<file path="config.mk">
export PLATFORM = sky130hd
export DESIGN_NAME = mem_arbiter_flat
export DESIGN_NICKNAME = d
export VERILOG_FILES = /design/src/rtl/mem_arbiter_if.sv /design/src/rtl/mem_arbiter.sv /design/src/flat_wrapper.sv
export SDC_FILE = /design/constraint.sdc
export NUM_CORES = 1
export LEC_CHECK = 0
export CAP_MARGIN = 20
export CORE_MARGIN = 4
export CORE_UTILIZATION = 40
export DETAILED_ROUTE_END_ITERATION = 12
export HOLD_SLACK_MARGIN = 0.08
export PLACE_DENSITY = 0.87
export SLEW_MARGIN = 10
export SYNTH_ARGS = -nofsm -noshare
export SYNTH_HDL_FRONTEND = slang
export SYNTH_SLANG_ARGS = --single-unit
</file>
<file path="constraint.sdc">
create_clock -name clk -period 1.5 [get_ports clk]
set_input_delay 0.15 -clock clk [delete_from_list [all_inputs] [get_ports clk]]
set_output_delay 0.15 -clock clk [all_outputs]
set_load 0.02 [all_outputs]
</file>
<file path="src/rtl/mem_arbiter_if.sv">
// Signal bundle shared by the fetch/data requesters, the memory arbiter and the
// fixed-latency instruction/data memory.
interface mem_arbiter_if #(
    parameter int unsigned ADDR_W = 5,
    parameter int unsigned DATA_W = 8
);
    // Fetch requester
    logic              if_req;
    logic [ADDR_W-1:0] if_addr;
    logic [DATA_W-1:0] if_rdata;
    logic              if_ack;

    // Data requester
    logic              d_req;
    logic              d_we;
    logic [ADDR_W-1:0] d_addr;
    logic [DATA_W-1:0] d_wdata;
    logic [DATA_W-1:0] d_rdata;
    logic              d_ack;

    // Memory side
    logic [ADDR_W-1:0] mem_addr;
    logic [DATA_W-1:0] mem_wdata;
    logic              mem_read;
    logic              mem_write;
    logic [DATA_W-1:0] mem_rdata;

    // Status
    logic              busy;
    logic              gnt_d;

    modport slave (
        input  if_req, if_addr, d_req, d_we, d_addr, d_wdata, mem_rdata,
        output if_rdata, if_ack, d_rdata, d_ack,
        output mem_addr, mem_wdata, mem_read, mem_write, busy, gnt_d
    );

    modport master (
        output if_req, if_addr, d_req, d_we, d_addr, d_wdata, mem_rdata,
        input  if_rdata, if_ack, d_rdata, d_ack,
        input  mem_addr, mem_wdata, mem_read, mem_write, busy, gnt_d
    );
endinterface

</file>
<file path="src/rtl/mem_arbiter.sv">
// Shared instruction/data memory arbiter: one fixed-latency transaction at a time,
// one-cycle ack to the winner. Define ARB_RR_EN for round-robin; default is data priority.
module mem_arbiter #(
    parameter int unsigned ADDR_W  = 5,
    parameter int unsigned DATA_W  = 8,
    parameter int unsigned MEM_LAT = 2
) (
    input  logic         clk,
    input  logic         rst,
    mem_arbiter_if.slave bus
);
    localparam int unsigned     CntW    = (MEM_LAT > 1) ? $clog2(MEM_LAT) : 1;
    localparam logic [CntW-1:0] CntLoad = CntW'(MEM_LAT - 1);

    typedef enum logic [1:0] {
        StIdle,
        StBusy,
        StDone
    } state_e;

    state_e            r_state,    w_state_nxt;
    logic [CntW-1:0]   r_cnt,      w_cnt_nxt;
    logic              r_gnt_d,    w_gnt_d_nxt;
    logic              r_we,       w_we_nxt;
    logic [ADDR_W-1:0] r_addr,     w_addr_nxt;
    logic [DATA_W-1:0] r_wdata,    w_wdata_nxt;
    logic [DATA_W-1:0] r_if_rdata, w_if_rdata_nxt;
    logic [DATA_W-1:0] r_d_rdata,  w_d_rdata_nxt;
    logic              w_any_req;
    logic              w_pick_d;

    assign w_any_req = bus.if_req | bus.d_req;

`ifdef ARB_RR_EN
    logic r_last_d, w_last_d_nxt;

    // On a tie the requester that did not win last time goes first.
    assign w_pick_d = bus.d_req & (~bus.if_req | ~r_last_d);

    always_comb begin
        w_last_d_nxt = r_last_d;
        if (r_state == StIdle && w_any_req) begin
            w_last_d_nxt = w_pick_d;
        end
    end

    always_ff @(posedge clk or posedge rst) begin
        if (rst) begin
            r_last_d <= 1'b1;
        end else begin
            r_last_d <= w_last_d_nxt;
        end
    end
`else
    assign w_pick_d = bus.d_req;
`endif

    always_comb begin
        w_state_nxt    = r_state;
        w_cnt_nxt      = r_cnt;
        w_gnt_d_nxt    = r_gnt_d;
        w_we_nxt       = r_we;
        w_addr_nxt     = r_addr;
        w_wdata_nxt    = r_wdata;
        w_if_rdata_nxt = r_if_rdata;
        w_d_rdata_nxt  = r_d_rdata;
        unique case (r_state)
            StIdle: begin
                if (w_any_req) begin
                    w_state_nxt = StBusy;
                    w_cnt_nxt   = CntLoad;
                    w_gnt_d_nxt = w_pick_d;
                    if (w_pick_d) begin
                        w_we_nxt    = bus.d_we;
                        w_addr_nxt  = bus.d_addr;
                        w_wdata_nxt = bus.d_wdata;
                    end else begin
                        w_we_nxt   = 1'b0;
                        w_addr_nxt = bus.if_addr;
                    end
                end
            end
            StBusy: begin
                if (r_cnt == '0) begin
                    w_state_nxt = StDone;
                    // Memory data is only valid in the final access cycle.
                    if (!r_we) begin
                        if (r_gnt_d) begin
                            w_d_rdata_nxt = bus.mem_rdata;
                        end else begin
                            w_if_rdata_nxt = bus.mem_rdata;
                        end
                    end
                end else begin
                    w_cnt_nxt = r_cnt - 1'b1;
                end
            end
            StDone: begin
                w_state_nxt = StIdle;
            end
            default: begin
                w_state_nxt = StIdle;
            end
        endcase
    end

    always_ff @(posedge clk or posedge rst) begin
        if (rst) begin
            r_state    <= StIdle;
            r_cnt      <= '0;
            r_gnt_d    <= 1'b0;
            r_we       <= 1'b0;
            r_addr     <= '0;
            r_wdata    <= '0;
            r_if_rdata <= '0;
            r_d_rdata  <= '0;
        end else begin
            r_state    <= w_state_nxt;
            r_cnt      <= w_cnt_nxt;
            r_gnt_d    <= w_gnt_d_nxt;
            r_we       <= w_we_nxt;
            r_addr     <= w_addr_nxt;
            r_wdata    <= w_wdata_nxt;
            r_if_rdata <= w_if_rdata_nxt;
            r_d_rdata  <= w_d_rdata_nxt;
        end
    end

    assign bus.mem_read  = (r_state == StBusy) & ~r_we;
    assign bus.mem_write = (r_state == StBusy) & r_we;
    assign bus.mem_addr  = r_addr;
    assign bus.mem_wdata = r_wdata;
    assign bus.if_ack    = (r_state == StDone) & ~r_gnt_d;
    assign bus.d_ack     = (r_state == StDone) & r_gnt_d;
    assign bus.if_rdata  = r_if_rdata;
    assign bus.d_rdata   = r_d_rdata;
    assign bus.busy      = (r_state != StIdle);
    assign bus.gnt_d     = r_gnt_d;

    a_one_ack : assert property (@(posedge clk) disable iff (rst) !(bus.if_ack && bus.d_ack));
    a_one_strobe : assert property (@(posedge clk) disable iff (rst)
                                    !(bus.mem_read && bus.mem_write));
endmodule

</file>
<file path="src/flat_wrapper.sv">
// flat-port wrapper written by rule: the top's interface ports become plain ports
module mem_arbiter_flat 
#(
    parameter int unsigned ADDR_W  = 5,
    parameter int unsigned DATA_W  = 8,
    parameter int unsigned MEM_LAT = 2
)
  (clk, rst, bus_if_req, bus_if_addr, bus_d_req, bus_d_we, bus_d_addr, bus_d_wdata, bus_mem_rdata, bus_if_rdata, bus_if_ack, bus_d_rdata, bus_d_ack, bus_mem_addr, bus_mem_wdata, bus_mem_read, bus_mem_write, bus_busy, bus_gnt_d);
  mem_arbiter_if #(.ADDR_W(ADDR_W), .DATA_W(DATA_W)) bus_i ();
  input  logic clk;
  input  logic rst;
  input wire logic [$bits(bus_i.if_req)-1:0] bus_if_req;
  input wire logic [$bits(bus_i.if_addr)-1:0] bus_if_addr;
  input wire logic [$bits(bus_i.d_req)-1:0] bus_d_req;
  input wire logic [$bits(bus_i.d_we)-1:0] bus_d_we;
  input wire logic [$bits(bus_i.d_addr)-1:0] bus_d_addr;
  input wire logic [$bits(bus_i.d_wdata)-1:0] bus_d_wdata;
  input wire logic [$bits(bus_i.mem_rdata)-1:0] bus_mem_rdata;
  output wire logic [$bits(bus_i.if_rdata)-1:0] bus_if_rdata;
  output wire logic [$bits(bus_i.if_ack)-1:0] bus_if_ack;
  output wire logic [$bits(bus_i.d_rdata)-1:0] bus_d_rdata;
  output wire logic [$bits(bus_i.d_ack)-1:0] bus_d_ack;
  output wire logic [$bits(bus_i.mem_addr)-1:0] bus_mem_addr;
  output wire logic [$bits(bus_i.mem_wdata)-1:0] bus_mem_wdata;
  output wire logic [$bits(bus_i.mem_read)-1:0] bus_mem_read;
  output wire logic [$bits(bus_i.mem_write)-1:0] bus_mem_write;
  output wire logic [$bits(bus_i.busy)-1:0] bus_busy;
  output wire logic [$bits(bus_i.gnt_d)-1:0] bus_gnt_d;
  assign bus_i.if_req = bus_if_req;
  assign bus_i.if_addr = bus_if_addr;
  assign bus_i.d_req = bus_d_req;
  assign bus_i.d_we = bus_d_we;
  assign bus_i.d_addr = bus_d_addr;
  assign bus_i.d_wdata = bus_d_wdata;
  assign bus_i.mem_rdata = bus_mem_rdata;
  assign bus_if_rdata = bus_i.if_rdata;
  assign bus_if_ack = bus_i.if_ack;
  assign bus_d_rdata = bus_i.d_rdata;
  assign bus_d_ack = bus_i.d_ack;
  assign bus_mem_addr = bus_i.mem_addr;
  assign bus_mem_wdata = bus_i.mem_wdata;
  assign bus_mem_read = bus_i.mem_read;
  assign bus_mem_write = bus_i.mem_write;
  assign bus_busy = bus_i.busy;
  assign bus_gnt_d = bus_i.gnt_d;
  mem_arbiter #(.ADDR_W(ADDR_W), .DATA_W(DATA_W), .MEM_LAT(MEM_LAT)) u_core (.clk(clk), .rst(rst), .bus(bus_i));
endmodule
</file>
==> results_dict.tcl, run 1 <==
set metrics [dict create \
    route.vias.total 989 \
    path_cells "clkdlybuf4s50_1" \
    cts_max_level 2 \
    ys_seq_elements 34 \
    final_cell_area_um2 2290 \
    clock-sinks 34 \
    grt_use_total_pct 14.7 \
    rsz0062_at_grt "false" \
    setup_viol 0 \
    peakVddDrop_v 0.000998 \
    num_io_pins 66 \
    worstHoldPathType "in2async" \
    syn_avg_cell_area_um2 15.2 \
    async_reset_ff_share_pct 100 \
    antennaDiodeCount 0 \
    p_leak_nw 1.12 \
    drt_first_iter_violations 19 \
    worstPathMaxFanout 2 \
    avgViaCountPerCell 4.64 \
    yosys_warnings 0 \
    dr.pass1.iters 4 \
    place_hpwl_mm 2.44 \
    drive_above_1_share_pct 35.9 \
    fmax_mhz 691 \
    antenna_found_initial 0 \
    cts_root_buf "clkbuf_4" \
    rr_worst_depth 4 \
    insertion_delay_ns 0.33 \
    ys_top_cells_by_count "dfrtp_1 (34), mux2_2 (34), nor2_1 (5)" \
    place_ws_ns -0.0474 \
    synth_flop_cell "dfrtp_1" \
    crit_buf_inv 1 \
    ys_seq_area_share_pct 60.8 \
    synth_top_cell_by_area "dfrtp_1" \
    drc 0 \
    grt-ovfl-total 0 \
    tritoncts "yes" \
    syn-num-nets 123 \
    maxSlewViolCount 0 \
    portBuffers 65 \
    synthCells 92 \
    tightest_slew_ns 0.409 \
    wl_per_cell_um 14.9 \
    required_ns 1.35 \
    fin_ws_ns 0.0526 \
    final_antenna_net_count 0 \
    initial_core_util_pct 41.6 \
    netlist_area_um2 1400 \
    grt_start_max_net_pins 35 \
    dieWidth_um 67.1 \
    maxCapViolations 0 \
    die_area_um2 4510 \
    layout_min_cycle_time_ns 1.45 \
    placed_cell_area_um2 2140 \
    final.period_utilization_pct 96.5 \
    routabilityCongestion 0.703 \
    worst-setup-path-type "reg2out" \
    finalHoldViolCount 0 \
    final_nets 197 \
    drt-total-wl_mm 3.18 \
    netlist_top_cells_area "dfrtp_1 (61%), mux2_2 (27%), nor4_4 (1.5%)" \
    syn2layout_area_growth_pct 63.8 \
    placementRows 21 \
    final_util_pct 68.1 \
    grt_pass1_wl_mm 4.84 \
    clk_pin_slew_ns 0.10 \
    clk_path_buf_depth 2 \
    fill_cells 270 \
    synth_edf_count 0 \
    ys_types 18 \
    slowest_delay_ns 0.61 \
    skew_ns 0.00772 \
    cp_num_cells 1 \
    start_kind "flop" \
    cts_made_buffers 5 \
    grt_pass1_vias 1047 \
    slew_headroom_pct 72.7 \
    status "finished, final reports clean" \
    cts_setup_buffers 0 \
    worst_path_max_delay_cell "clkdlybuf4s50_1" \
    die_y_um 67.1 \
    cp_top_family "buffers and inverters" \
    synth_top_area_share_pct 60.8 \
    coreArea_um2 3360 \
    crit_path_end_kind "primary output" \
    critPathArrivalTime_ns 1.30 \
    p_per_area_nw_per_um2 2240 \
    cts_hold_buf 0 \
]
==> layout make-up <==
type                            count  area (µm²)  share of cell area, %
Multi-Input combinational cell     52         531                   23.2
Inverter                            3        11.3                  0.492
Clock buffer                        6        51.3                   2.24
Clock inverter                      2        60.1                   2.62
Tap cell                           46        57.6                   2.51
Timing Repair Buffer               70         727                   31.7
Sequential cell                    34         853                   37.2
==> final timing paths <==
| kind | end | slack, ns | start |
|---|---|---|---|
| max | bus_d_rdata[0] | 0.05 | u_core.bus.d_rdata[0] |
| min | u_core.bus.mem_wdata[1] | 0.20 | rst |
| max reg2reg | u_core.bus.if_rdata[2] | 0.08 | u_core.r_state[1] |
| min reg2reg | u_core.bus.if_rdata[7] | 0.52 | u_core.bus.if_rdata[7] |
| max in group asynchronous | u_core.r_state[1] | 0.99 | rst |
| min in group clk | u_core.r_we | 0.36 | bus_d_we |
==> cells in the final DEF (no fill, tap or decap), drive strengths merged, types with 2 or more instances in the layout <==
cell           instances
a21o                   3
buf                    7
bufinv                 2
clkbuf                 7
clkdlybuf4s50         42
dfrtp                 34
dlygate4sd2            2
dlymetal6s2s          17
inv                    3
mux2                  34
nor2                   5
==> stage by stage <==
stage	hold slack, ns	total power, mW	instances	TNS (ns)
floorplan	0.274	3.12	92	0
global placement	0.489	4.33	205	0
detailed placement	0.496	4.42	205	-0.246
CTS	0.201	5.26	213	-0.0482
global route	0.229	5.43	213	0
finish	0.197	5.14	213	0
==> cell families after synthesis <==
family / Yosys count / share of synthesized area (%)
AOI/OAI and AO/OA: 5 / 2.86
DFF: 34 / 60.8
buffers and inverters: 6 / 1.79
and+or+nand+nor: 13 / 7.16
muxes: 34 / 27.4
==> metal layers <==
layer / wire, µm / vias to the layer above / global-route usage [%]
met5: 0 / - / 0
met1: 1150 / 477 / 16.5
li1: - / 469 / -
met4: 53 / 0 / 6.08
met2: 1740 / 38 / 25.2
met3: 244 / 5 / 5.16
==> state kept, by name (all words and copies together) (netlist names) <==
signal	cells
u_core.r_cnt	1
u_core.r_state	2
u_core.bus.mem_addr	5
u_core.bus.d_rdata	8
u_core.bus.mem_wdata	8
u_core.bus.gnt_d	1
u_core.r_we	1
u_core.bus.if_rdata	8
==> power breakdown <==
group	internal [mW]	leakage, nW	switching (mW)
registers	1.39	0.400	0.326
clock network	0.565	0.0585	0.296
logic	1.38	0.659	1.18
==> timing repair <==
action / CTS / global route
setup endpoints to repair: 19 / 30
gates resized for setup: 14 / 24
pin swaps: 0 / 1
Note: power is estimated with default switching activity, not from simulation.
==> run 2, diff against run 1 <==
--- a/config.mk
+++ b/config.mk
@@ -5,6 +5,7 @@
 export SDC_FILE = /design/constraint.sdc
 export NUM_CORES = 1
 export LEC_CHECK = 0
+export ABC_CLOCK_PERIOD_IN_PS = 1500
 export CAP_MARGIN = 20
 export CORE_MARGIN = 4
 export CORE_UTILIZATION = 40
==> results of run 2 <==
The final DEF is identical to that of run 1; final timing and power are the same.
==> run 3, diff against run 2 <==
--- a/config.mk
+++ b/config.mk
@@ -5,14 +5,15 @@
 export SDC_FILE = /design/constraint.sdc
 export NUM_CORES = 1
 export LEC_CHECK = 0
-export ABC_CLOCK_PERIOD_IN_PS = 1500
+export ABC_CLOCK_PERIOD_IN_PS = 1200
 export CAP_MARGIN = 20
 export CORE_MARGIN = 4
-export CORE_UTILIZATION = 40
+export CORE_UTILIZATION = 36
 export DETAILED_ROUTE_END_ITERATION = 12
 export HOLD_SLACK_MARGIN = 0.08
-export PLACE_DENSITY = 0.87
+export PLACE_DENSITY = 0.83
 export SLEW_MARGIN = 10
 export SYNTH_ARGS = -nofsm -noshare
 export SYNTH_HDL_FRONTEND = slang
 export SYNTH_SLANG_ARGS = --single-unit
+export TNS_END_PERCENT = 10
==> constraint.sdc (replaced) <==
create_clock -name clk -period 1.2 [get_ports clk]
set_input_delay 0.12 -clock clk [delete_from_list [all_inputs] [get_ports clk]]
set_output_delay 0.12 -clock clk [all_outputs]
set_load 0.02 [all_outputs]
==> run 3 against run 2 <==
Against the previous run: sequential power increased by 23%; wire length increased by 9.4%; global-route usage increased by 0.37 points; largest power group unchanged; cell count increased by 5.2%; largest cell class unchanged; setup slack got worse by 0.27 ns; final area increased by 0.27%; the flow now finishes with violations (setup timing); highest routed layer unchanged; via count increased by 2.8%.
==> results_dict.tcl, run 3 (synthesized netlist as in run 1, its figures left out) <==
set metrics [dict create \
    status "finished, violations left" \
    failed_checks "setup timing" \
    power.switching_mw 2.36 \
    layout_min_cycle_time_ns 1.42 \
    pwr-share-seq_pct 33.1 \
    insertion_delay_ns 0.28 \
    peakVddDrop_v 0.00161 \
    wl_per_cell_um 15.5 \
    setup_viol 35 \
    antenna_found_initial 0 \
    final.period_utilization_pct 118 \
    tightest_slew_ns 0.291 \
    tritoncts "yes" \
    initial_core_util_pct 37.6 \
    critPathArrivalTime_ns 1.30 \
    power_frac_comb_pct 50.9 \
    grt_use_total_pct 15.0 \
    cts_root_buf "clkbuf_8" \
    grt-ovfl-total 0 \
    cts_made_buffers 5 \
    required_ns 1.08 \
    finalHoldViolCount 0 \
    clk_path_buf_depth 2 \
    dr.pass1.iters 4 \
    avgViaCountPerCell 4.54 \
    slew_headroom_pct 80.6 \
    place_hpwl_mm 2.75 \
    final_util_pct 61.8 \
    worstPathMaxFanout 5 \
    clk_pin_slew_ns 0.07 \
    p_clk_share_pct 16.0 \
    p_leak_nw 1.04 \
    internal-power_mw 4.02 \
    clock-sinks 34 \
    final_cell_area_um2 2300 \
    coreArea_um2 3720 \
    fmax_mhz 705 \
    cts_max_level 2 \
    routabilityCongestion 0.767 \
    dieWidth_um 70.3 \
    grt_start_max_net_pins 22 \
    drt_first_iter_violations 12 \
    final_nets 206 \
    final_common_cell "mux2_2" \
    rsz0062_at_grt "true" \
    drt-total-wl_mm 3.48 \
    grt_pass1_vias 1152 \
    portBuffers 65 \
    syn2layout_area_growth_pct 64.2 \
    placed_cell_area_um2 2190 \
    num_io_pins 66 \
    maxSlewViolCount 0 \
    final_antenna_net_count 0 \
    place_ws_ns -0.407 \
    placementRows 22 \
    p_per_area_nw_per_um2 2780 \
    skew_ns 0.00251 \
    worstHoldPathType "in2async" \
    drive_above_1_share_pct 39.2 \
    maxCapViolations 0 \
    layout.cells.non_filler 224 \
    grt_pass1_wl_mm 5.64 \
    fin_ws_ns -0.219 \
    antennaDiodeCount 0 \
    drc 0 \
    crit_path_end_kind "primary output" \
    worst-setup-path-type "reg2out" \
    layout_common_cells "mux2_2 (34), dfrtp_1 (33), clkdlybuf4s50_1 (30), dlygate4sd2_1 (30), buf_4 (13)" \
    holdWs_ns 0.146 \
    switching_share_pct 37.0 \
    die_y_um 70.3 \
    placedCellCount 213 \
    start_kind "flop" \
    route.vias.total 1017 \
    die_area_um2 4950 \
]
## run 3: worst paths after layout
path                       cells past startpoint                    start  slack (ns)                      end
setup / recovery                               3        u_core.r_state[0]       -0.22                 bus_busy
hold / removal                                 3                      rst        0.15              u_core.r_we
setup reg to reg                               5        u_core.r_state[0]       -0.22   u_core.bus.if_rdata[2]
hold reg to reg                                1  u_core.bus.mem_wdata[5]        0.50  u_core.bus.mem_wdata[5]
max in group asynchronous                      3                      rst        0.79   u_core.bus.mem_addr[1]
min in group clk                               2                 bus_d_we        0.42              u_core.r_we
## run 3: routing by layer
| metal | vias to the layer above | wire (µm) | GRT usage [%] |
|---|---|---|---|
| met4 | 0 | 61 | 5.74 |
| met5 | - | 0 | 0 |
| li1 | 488 | - | - |
| met2 | 29 | 1930 | 27.4 |
| met1 | 495 | 1310 | 15.6 |
| met3 | 5 | 183 | 5.18 |
## run 3: per-stage QoR
step                      power (mW)  setup TNS [ns]
after floorplan                 3.90           -4.47
after global placement          5.54           -8.23
after detailed placement        5.68          -10.01
after CTS                       6.44           -5.11
after global routing            6.76           -7.08
final                           6.38           -5.03
## run 3: area by class of cell
type	count	area, µm²
clock buffers	7	76.3
repair buffers	79	731
clock inverters	1	30.0
flip-flops and latches	34	852
multi-input cells	52	537
fillers	296	1420
well taps	48	60.1
inverters	3	11.3
## run 3: repair_timing
action                     CTS  global route
setup endpoints to repair   67            38
gates resized for setup     61             2
hold buffers                 0             0
pin swaps                    1             0
setup buffers                3             0
## run 3: critical path, cell delays in order, from the launching register on
cell and delay (ns):
dfrtp_1 0.43, nor2_2 0.21, inv_1 0.06, dlygate4sd2_1 0.32
## run 3: power by group through the flow
| stage | Sequential [mW] | Combinational (mW) | Clock (mW) |
|---|---|---|---|
| final | 2.11 | 3.25 | 1.02 |
| after global routing | 2.19 | 3.44 | 1.13 |
| after CTS | 2.12 | 3.28 | 1.05 |
| after detailed placement | 2.16 | 3.53 | 0 |
| after global placement | 2.10 | 3.43 | 0 |
| after floorplan | 2.75 | 1.15 | 0 |
